<file path="src/rtl/pipeline_controller_if.sv">
// Stall/flush control bundle between the hazard sources and the pipeline.
// master: the controller (hazard/memory status in, enables/flushes/counters out); slave: the other side.
interface pipeline_controller_if #(
   parameter int CNT_W = 16
);
   logic             ihit;
   logic             dhit;
   logic             dmem_req_M;
   logic             lw_hazard;
   logic             mispredict_M;
   logic             halt_M;
   logic             pc_en;
   logic             en_IFID;
   logic             en_IDEX;
   logic             en_EXMEM;
   logic             en_MEMWB;
   logic             flush_IFID;
   logic             flush_IDEX;
   logic             flush_EXMEM;
   logic             mem_busy;
   logic             halt;
   logic [CNT_W-1:0] stall_cnt;
   logic [CNT_W-1:0] flush_cnt;
   logic [CNT_W-1:0] bubble_cnt;

   modport master (
      input  ihit, dhit, dmem_req_M, lw_hazard, mispredict_M, halt_M,
      output pc_en, en_IFID, en_IDEX, en_EXMEM, en_MEMWB,
      output flush_IFID, flush_IDEX, flush_EXMEM, mem_busy, halt,
      output stall_cnt, flush_cnt, bubble_cnt
   );

   modport slave (
      output ihit, dhit, dmem_req_M, lw_hazard, mispredict_M, halt_M,
      input  pc_en, en_IFID, en_IDEX, en_EXMEM, en_MEMWB,
      input  flush_IFID, flush_IDEX, flush_EXMEM, mem_busy, halt,
      input  stall_cnt, flush_cnt, bubble_cnt
   );
endinterface

</file>
<file path="src/rtl/pipeline_controller.sv">
// Five-stage pipeline stall/flush sequencer with sticky halt and saturating event counters.
// Ports: CLK, nRST (sync, active-low), bus (pipeline_controller_if.master).
module pipeline_controller #(
   parameter int CNT_W = 16
) (
   input  logic                  CLK,
   input  logic                  nRST,
   pipeline_controller_if.master bus
);
   typedef enum logic [1:0] {RUN, DWAIT, BUBBLE, HALT} state_t;

   state_t           state, state_n;
   logic             pc_en, en_ifid, en_idex, en_exmem, en_memwb;
   logic             fl_ifid, fl_idex, fl_exmem;
   logic             stall_inc, flush_inc, bubble_inc;
   logic             dmiss;
   logic [CNT_W-1:0] stall_cnt, flush_cnt, bubble_cnt;

   // DWAIT keeps freezing until dhit even if the request line drops.
   assign dmiss = !bus.dhit && (bus.dmem_req_M || state == DWAIT);

   always_comb begin
      state_n    = state;
      pc_en      = 1'b0;
      en_ifid    = 1'b0;
      en_idex    = 1'b0;
      en_exmem   = 1'b0;
      en_memwb   = 1'b0;
      fl_ifid    = 1'b0;
      fl_idex    = 1'b0;
      fl_exmem   = 1'b0;
      stall_inc  = 1'b0;
      flush_inc  = 1'b0;
      bubble_inc = 1'b0;
      if (!nRST) begin
         state_n = RUN;
      end else if (state == HALT) begin
         state_n = HALT;
      end else if (bus.halt_M) begin
         state_n = HALT;
      end else if (dmiss) begin
         state_n   = DWAIT;
         stall_inc = 1'b1;
      end else if (bus.mispredict_M) begin
         pc_en     = 1'b1;
         en_ifid   = 1'b1;
         en_idex   = 1'b1;
         en_exmem  = 1'b1;
         en_memwb  = 1'b1;
         fl_ifid   = 1'b1;
         fl_idex   = 1'b1;
         fl_exmem  = 1'b1;
         state_n   = RUN;
         flush_inc = 1'b1;
      end else if (bus.lw_hazard && state != BUBBLE) begin
         // One bubble per load: BUBBLE ignores the still-asserted hazard.
         en_idex    = 1'b1;
         fl_idex    = 1'b1;
         en_exmem   = 1'b1;
         en_memwb   = 1'b1;
         state_n    = BUBBLE;
         bubble_inc = 1'b1;
      end else if (!bus.ihit) begin
         en_ifid   = 1'b1;
         fl_ifid   = 1'b1;
         en_idex   = 1'b1;
         en_exmem  = 1'b1;
         en_memwb  = 1'b1;
         state_n   = RUN;
         stall_inc = 1'b1;
      end else begin
         pc_en    = 1'b1;
         en_ifid  = 1'b1;
         en_idex  = 1'b1;
         en_exmem = 1'b1;
         en_memwb = 1'b1;
         state_n  = RUN;
      end
   end

   always_ff @(posedge CLK) begin
      if (!nRST) begin
         state      <= RUN;
         stall_cnt  <= '0;
         flush_cnt  <= '0;
         bubble_cnt <= '0;
      end else begin
         state <= state_n;
         if (stall_inc && stall_cnt != '1)
            stall_cnt <= stall_cnt + CNT_W'(1);
         if (flush_inc && flush_cnt != '1)
            flush_cnt <= flush_cnt + CNT_W'(1);
         if (bubble_inc && bubble_cnt != '1)
            bubble_cnt <= bubble_cnt + CNT_W'(1);
      end
   end

   assign bus.pc_en       = pc_en;
   assign bus.en_IFID     = en_ifid;
   assign bus.en_IDEX     = en_idex;
   assign bus.en_EXMEM    = en_exmem;
   assign bus.en_MEMWB    = en_memwb;
   assign bus.flush_IFID  = fl_ifid;
   assign bus.flush_IDEX  = fl_idex;
   assign bus.flush_EXMEM = fl_exmem;
   assign bus.mem_busy    = (state == DWAIT);
   assign bus.halt        = (state == HALT);
   assign bus.stall_cnt   = stall_cnt;
   assign bus.flush_cnt   = flush_cnt;
   assign bus.bubble_cnt  = bubble_cnt;
endmodule
</file>
<file path="src/flat_wrapper.sv">
// flat-port wrapper written by rule: the top's interface ports become plain ports
module pipeline_controller_flat 
#(
   parameter int CNT_W = 16
)
  (CLK, nRST, bus_ihit, bus_dhit, bus_dmem_req_M, bus_lw_hazard, bus_mispredict_M, bus_halt_M, bus_pc_en, bus_en_IFID, bus_en_IDEX, bus_en_EXMEM, bus_en_MEMWB, bus_flush_IFID, bus_flush_IDEX, bus_flush_EXMEM, bus_mem_busy, bus_halt, bus_stall_cnt, bus_flush_cnt, bus_bubble_cnt);
  pipeline_controller_if #(.CNT_W(CNT_W)) bus_i ();
  input  logic CLK;
  input  logic nRST;
  input wire logic [$bits(bus_i.ihit)-1:0] bus_ihit;
  input wire logic [$bits(bus_i.dhit)-1:0] bus_dhit;
  input wire logic [$bits(bus_i.dmem_req_M)-1:0] bus_dmem_req_M;
  input wire logic [$bits(bus_i.lw_hazard)-1:0] bus_lw_hazard;
  input wire logic [$bits(bus_i.mispredict_M)-1:0] bus_mispredict_M;
  input wire logic [$bits(bus_i.halt_M)-1:0] bus_halt_M;
  output wire logic [$bits(bus_i.pc_en)-1:0] bus_pc_en;
  output wire logic [$bits(bus_i.en_IFID)-1:0] bus_en_IFID;
  output wire logic [$bits(bus_i.en_IDEX)-1:0] bus_en_IDEX;
  output wire logic [$bits(bus_i.en_EXMEM)-1:0] bus_en_EXMEM;
  output wire logic [$bits(bus_i.en_MEMWB)-1:0] bus_en_MEMWB;
  output wire logic [$bits(bus_i.flush_IFID)-1:0] bus_flush_IFID;
  output wire logic [$bits(bus_i.flush_IDEX)-1:0] bus_flush_IDEX;
  output wire logic [$bits(bus_i.flush_EXMEM)-1:0] bus_flush_EXMEM;
  output wire logic [$bits(bus_i.mem_busy)-1:0] bus_mem_busy;
  output wire logic [$bits(bus_i.halt)-1:0] bus_halt;
  output wire logic [$bits(bus_i.stall_cnt)-1:0] bus_stall_cnt;
  output wire logic [$bits(bus_i.flush_cnt)-1:0] bus_flush_cnt;
  output wire logic [$bits(bus_i.bubble_cnt)-1:0] bus_bubble_cnt;
  assign bus_i.ihit = bus_ihit;
  assign bus_i.dhit = bus_dhit;
  assign bus_i.dmem_req_M = bus_dmem_req_M;
  assign bus_i.lw_hazard = bus_lw_hazard;
  assign bus_i.mispredict_M = bus_mispredict_M;
  assign bus_i.halt_M = bus_halt_M;
  assign bus_pc_en = bus_i.pc_en;
  assign bus_en_IFID = bus_i.en_IFID;
  assign bus_en_IDEX = bus_i.en_IDEX;
  assign bus_en_EXMEM = bus_i.en_EXMEM;
  assign bus_en_MEMWB = bus_i.en_MEMWB;
  assign bus_flush_IFID = bus_i.flush_IFID;
  assign bus_flush_IDEX = bus_i.flush_IDEX;
  assign bus_flush_EXMEM = bus_i.flush_EXMEM;
  assign bus_mem_busy = bus_i.mem_busy;
  assign bus_halt = bus_i.halt;
  assign bus_stall_cnt = bus_i.stall_cnt;
  assign bus_flush_cnt = bus_i.flush_cnt;
  assign bus_bubble_cnt = bus_i.bubble_cnt;
  pipeline_controller #(.CNT_W(CNT_W)) u_core (.CLK(CLK), .nRST(nRST), .bus(bus_i));
endmodule
</file>
<file path="config.mk">
export PLATFORM = sky130hd
export DESIGN_NAME = pipeline_controller_flat
export DESIGN_NICKNAME = d
export VERILOG_FILES = /design/src/rtl/pipeline_controller_if.sv /design/src/rtl/pipeline_controller.sv /design/src/flat_wrapper.sv
export SDC_FILE = /design/constraint.sdc
export NUM_CORES = 1
export LEC_CHECK = 0
export BUFFER_PORTS_ARGS = -buffer_cell sky130_fd_sc_hd__buf_2
export CAP_MARGIN = 40
export CORE_MARGIN = 2
export CORE_UTILIZATION = 48
export CTS_CLUSTER_SIZE = 10
export DETAILED_ROUTE_END_ITERATION = 12
export PLACE_DENSITY = 0.76
export SLEW_MARGIN = 40
export SYNTH_ARGS = -nofsm -noshare
export SYNTH_HDL_FRONTEND = slang
export SYNTH_SLANG_ARGS = --single-unit
export TNS_END_PERCENT = 1
</file>
<file path="constraint.sdc">
create_clock -name CLK -period 1.86 [get_ports CLK]
set_input_delay 0.372 -clock CLK [delete_from_list [all_inputs] [get_ports CLK]]
set_output_delay 0.372 -clock CLK [all_outputs]
set_load 0.01 [all_outputs]
</file>
* Word-level counts from Yosys, hierarchy flattened
Cells that the tools add are included.
Word-level totals: bits in registers 50, output and inout bits 58, logic and storage cells 70
Cells by class: $add $sub $neg 3, equal/unequal tests 6, muxes and demuxes 50, reduce and logical (&&, ||, !) cells 7
Operators with widths (number):
- 16-bit by 1-bit adder with 16-bit output (second input constant) | 3
- 16-bit inequality test (second input constant) | 3
- 1-bit 2-to-1 mux | 45
- 2-bit 2-to-1 mux | 5
- 1-bit logical AND | 5
- 2-bit by 1-bit == test with 1-bit output (second input constant) | 1
- 2-bit == test (second input constant) | 1
- 2-bit inequality test (second input constant) | 1
- 1-bit logical NOT | 1
- 1-bit logical OR | 1

* Logic depth before layout (Yosys ltp)
word-level depth 9, mapped depth 8, depth with buffers taken out 7

* Worst setup path before layout
Ideal clock, no wire load.
kind input-to-output, start point input port bus_dmem_req_M, end point output port bus_flush_IFID, arrival time 1501 ps, required time 1488 ps, path slack -13 ps, cell stages on the path 5, path buffers 0, path through nor2b_1 > o22a_2 > nor2_1 > o21ai_0 > a21oi_1
On the way: cells in the longest elaborated chain, start to end 6
Ends and longest elaborated chain:
- start: declaration | RTL line flat_wrapper.sv:12 | input wire logic [$bits(bus_i.dmem_req_M)-1:0] bus_dmem_req_M;
- 1-bit logical OR | RTL line pipeline_controller.sv:20 | assign dmiss = !bus.dhit && (bus.dmem_req_M || state == DWAIT);
- 1-bit logical AND | RTL line pipeline_controller.sv:20
- 1-bit 2-to-1 mux | RTL line pipeline_controller.sv:41 | end else if (dmiss) begin
- 1-bit 2-to-1 mux | RTL line pipeline_controller.sv:39 | end else if (bus.halt_M) begin
- 1-bit 2-to-1 mux | RTL line pipeline_controller.sv:37 | end else if (state == HALT) begin
- 1-bit 2-to-1 mux | RTL line pipeline_controller.sv:35 | if (!nRST) begin
- end: declaration | RTL line flat_wrapper.sv:21 | output wire logic [$bits(bus_i.flush_IFID)-1:0] bus_flush_IFID;
No other way between the ends.

* Worst setup path after layout
start point register u_core.stall_cnt[0] (netlist: u_core.bus.stall_cnt[0]), end point register u_core.stall_cnt[2] (netlist: u_core.bus.stall_cnt[2])
On the way: cells in the longest elaborated chain, start to end 2, elaborated cells on any way between the ends 3, classes of those cells 1 x add/sub; 1 x eq/ne; 1 x reduce/logical
Ends and longest elaborated chain:
- start: declaration | RTL line pipeline_controller.sv:17 | logic [CNT_W-1:0] stall_cnt, flush_cnt, bubble_cnt;
- start signal: assignment | RTL line pipeline_controller.sv:90 | stall_cnt <= stall_cnt + CNT_W'(1);
- branches (longest 2 deep; another with 16-bit by 1-bit adder with 16-bit output)
Several ways; the timed one is not identified. A chain may end at the register's enable or synchronous reset.

==> results by group <==
Status
  – Status: finished clean

STA
  – Minimum clock period: 1.82 ns
  – Fin. max-slew vios: 0
  – Rel. slew slack: 71.2%
  – Final setup violating endpoints: 0
  – Setup Total Neg Slack: 0 ns
  – Final worst-path cycle share: 97.6%
  – Layout Skew: 0.00536 ns
  – Fin. Hold Viols: 0
  – Max Freq: 551 MHz
  – Actual transition at the worst max-transition pin: 0.429 ns
  – RSZ-0062 raised after global routing: yes

Logic synthesis
  – Synthesized area: 2570 um2
  – Number of synthesized flops with an enable pin: 0
  – Synth Area per Inst: 8.71 um2
  – Yosys reg bits: 50
  – Ys async rst share: 0%
  – Ys flop type: dfxtp_1
  – Syn Nets: 306
  – Yosys Warn Count: 0
  – Mapped Cells: 295
  – Yosys cell types: 48
  – Sequential-to-total area share from yosys stat: 39.0%

Power
  – VDD IR max: 0.447 mV
  – Leak pwr: 1.47 nW
  – P per Cell Area: 588 nW/um2

Finish
  – Fillers: 446
  – Final std cells w/o fill: 459
  – Layout cells sized above 1: 35.0%
  – Final net count: 399
  – Area grow syn2layout: 29.8%
  – Ant. Diodes: 0

Drt
  – DRT antenna net count: 0
  – Drt pass-1 iters: 4
  – Detailed Route WL: 5990 um
  – Total number of vias: 2453
  – Vias per Instance: 5.34
  – Drt wl/cell: 13.1 um
  – Drc violations: 0
  – DR iter-0 viols: 109

Clock network
  – CTS tree: yes
  – Root Buffer Master: clkbuf_8
  – Clock sinks: 50
  – H-tree depth: 2
  – Number of buffers on the longest clock path: 2
  – Number of buffers created by CTS: 5
  – Clock Pin Slew Worst Setup and Hold Paths: 0.09 ns
  – Skew-Pair Late Insertion Delay: 0.31 ns
  – Hold Buf Count CTS: 0

Critical path
  – Crit. Startpoint: u_core.bus.stall_cnt[0]
  – Crit path cell chain: ha_1 > nand3_1 > nor4_4 > nand4_4 > and2_1 > nand2_1 > mux2i_1
  – Buf/Inv on CP: 0
  – Req. time, crit path: 2.11 ns
  – Worst setup EP type: flop
  – Setup crit start kind: flop
  – FF-to-FF Start: u_core.bus.stall_cnt[0]
  – RR Endpoint: u_core.bus.stall_cnt[2]
  – Critical path's top delay family: simple AND/OR/NAND/NOR gates
  – CP max stage cell: dfxtp_1
  – Critical path class: flop to flop
  – R2r setup slk: 0.04 ns
  – Critical Path AT: 2.06 ns
  – Critical Path Sink: u_core.bus.stall_cnt[2]
  – Worst Path Max Fanout: 7
  – Cells on worst reg2reg path: 7
  – Crit path depth: 7
  – Max stage delay on crit path: 0.35 ns

GRT
  – Initial antenna violation count: 0
  – Number of global-route vias before repair: 2267
  – First-pass GRT wire length: 10300 um
  – Gr ovfl total: 0
  – Largest net degree at the start of global routing: 37
  – Gr usage total: 21.1%

Placed design
  – PortBufs: 65
  – DPL Wire Length: 4410 um
  – Placed insts: 450
  – Final GP Congestion: 0.891

Floorplan
  – Core Box Area: 5140 um2
  – Die W: 77.2 um
  – IO Pins: 66
  – Initial Util: 50.0%
  – Die Y: 77.2 um
  – Die ar.: 5950 um2
  – FP Rows: 26

Run
  – Number of max-cap violations: 0

Min path
  – Hold crit path type: input port to flop
## cells by family (layout without fill, tap and decap cells)
group,count (synthesis),count (layout),share of synthesized area (%)
muxes,6,6,2.39
xor gates and xnor gates,27,27,9.21
AOI/OAI and AO/OA,37,37,10.1
and+or+nand+nor,155,155,34.7
adders and majority gates,3,3,1.46
DFF,50,50,39.0
buffers and inverters,17,111,3.12
## how the worst min path moves through the flow
stage / from / end / slack, ns / cells past startpoint
3_5_place_dp: u_core.bus.stall_cnt[13] / u_core.bus.stall_cnt[13] / 0.50 / 2
6_report: bus_mispredict_M / u_core.state[1] / 0.46 / 4
4_1_cts: bus_mispredict_M / u_core.state[1] / 0.43 / 4
3_3_place_gp: u_core.bus.bubble_cnt[2] / u_core.bus.bubble_cnt[2] / 0.48 / 1
2_1_floorplan: u_core.bus.bubble_cnt[2] / u_core.bus.bubble_cnt[2] / 0.50 / 1
5_1_grt: bus_mispredict_M / u_core.state[1] / 0.50 / 4
## flip-flops by register name (all words and copies together), names as in the netlist
| signal | cells |
|---|---|
| u_core.bus.flush_cnt | 16 |
| u_core.state | 2 |
| u_core.bus.bubble_cnt | 16 |
| u_core.bus.stall_cnt | 16 |
## synth_stat cells, types with 2 or more instances
master	number	area share, %
o211ai_1	5	1.5
nand2_1	31	4.5
a21oi_1	10	1.9
clkbuf_1	4	0.58
nor3_1	7	1.4
nand4_1	16	3.9
inv_1	6	0.88
nand2_2	2	0.49
buf_4	4	1.2
ha_1	3	1.5
nor4_4	5	4.1
and3_1	5	1.2
mux2i_1	5	1.9
o211a_1	2	0.78
o21ai_0	8	1.6
xor2_1	13	4.4
or3_1	4	0.97
nor2_1	41	6.0
nor4_1	4	0.97
inv_2	2	0.29
xnor2_1	14	4.8
and2_1	7	1.7
nand3_1	18	3.5
or4_1	2	0.58
o31ai_1	5	1.5
dfxtp_1	50	39
## layer usage
layer	up-vias	track usage, %	share of wire [%]
met5	-	0	0
met4	0	7.86	2.2
met3	10	4.71	4.4
met2	59	34.4	47
met1	1152	27.2	47
li1	1232	-	-
## area by class of cell
cell class	count	area, um2	area share [%]
inverter	8	30.0	0.901
multi-input combinational	228	1550	46.5
timing repair buffer	95	551	16.5
clock inverter	1	8.76	0.263
clock buffer	7	96.3	2.89
sequential	50	1010	30.3
tap	70	87.6	2.63
## per-stage QoR
stage / setup slack, ns / hold slack, ns / power (W) / util, % / cell area, um2
2_1_floorplan: 0.0204 / 0.501 / 0.00120 / - / 2570
3_3_place_gp: -0.0359 / 0.478 / 0.00126 / 61.3 / 3150
3_5_place_dp: -0.0787 / 0.497 / 0.00126 / 61.3 / 3150
4_1_cts: 0.0292 / 0.427 / 0.00197 / 64.0 / 3290
5_1_grt: -0.0863 / 0.497 / 0.00204 / 64.8 / 3330
6_report: 0.0440 / 0.456 / 0.00196 / 64.8 / 3330
## timing repair
| item | in CTS | in global routing |
|---|---|---|
| setup endpoints to repair | 5 | 29 |
| setup buffers | 0 | 1 |
| gates resized for setup | 9 | 9 |
| pin swaps | 0 | 6 |
## cell usage in the layout (no fill, tap or decap), types with 6 or more instances in the layout
| cell | n |
|---|---|
| a21oi_1 | 9 |
| and2_1 | 7 |
| buf_2 | 65 |
| buf_4 | 30 |
| clkbuf_8 | 7 |
| dfxtp_1 | 48 |
| inv_1 | 6 |
| nand2_1 | 29 |
| nand3_1 | 18 |
| nand4_1 | 16 |
| nor2_1 | 40 |
| nor3_1 | 6 |
| o21ai_0 | 6 |
| xnor2_1 | 14 |
| xor2_1 | 13 |
## where the power goes
group	internal [W]	switching, W	total [W]	leakage [nW]
clock network	0.000341	0.000371	0.000712	0.0544
logic	0.0000647	0.0000987	0.000163	1.01
registers	0.00108	0.00000853	0.00108	0.404
total	0.00148	0.000478	0.00196	1.47
## tightest hold or removal path, cell delays in order
cell	delay, ns
buf_2	0.18
nor2_1	0.07
nand2_1	0.05
a21oi_1	0.05
Power figures use the tool's default switching activity.
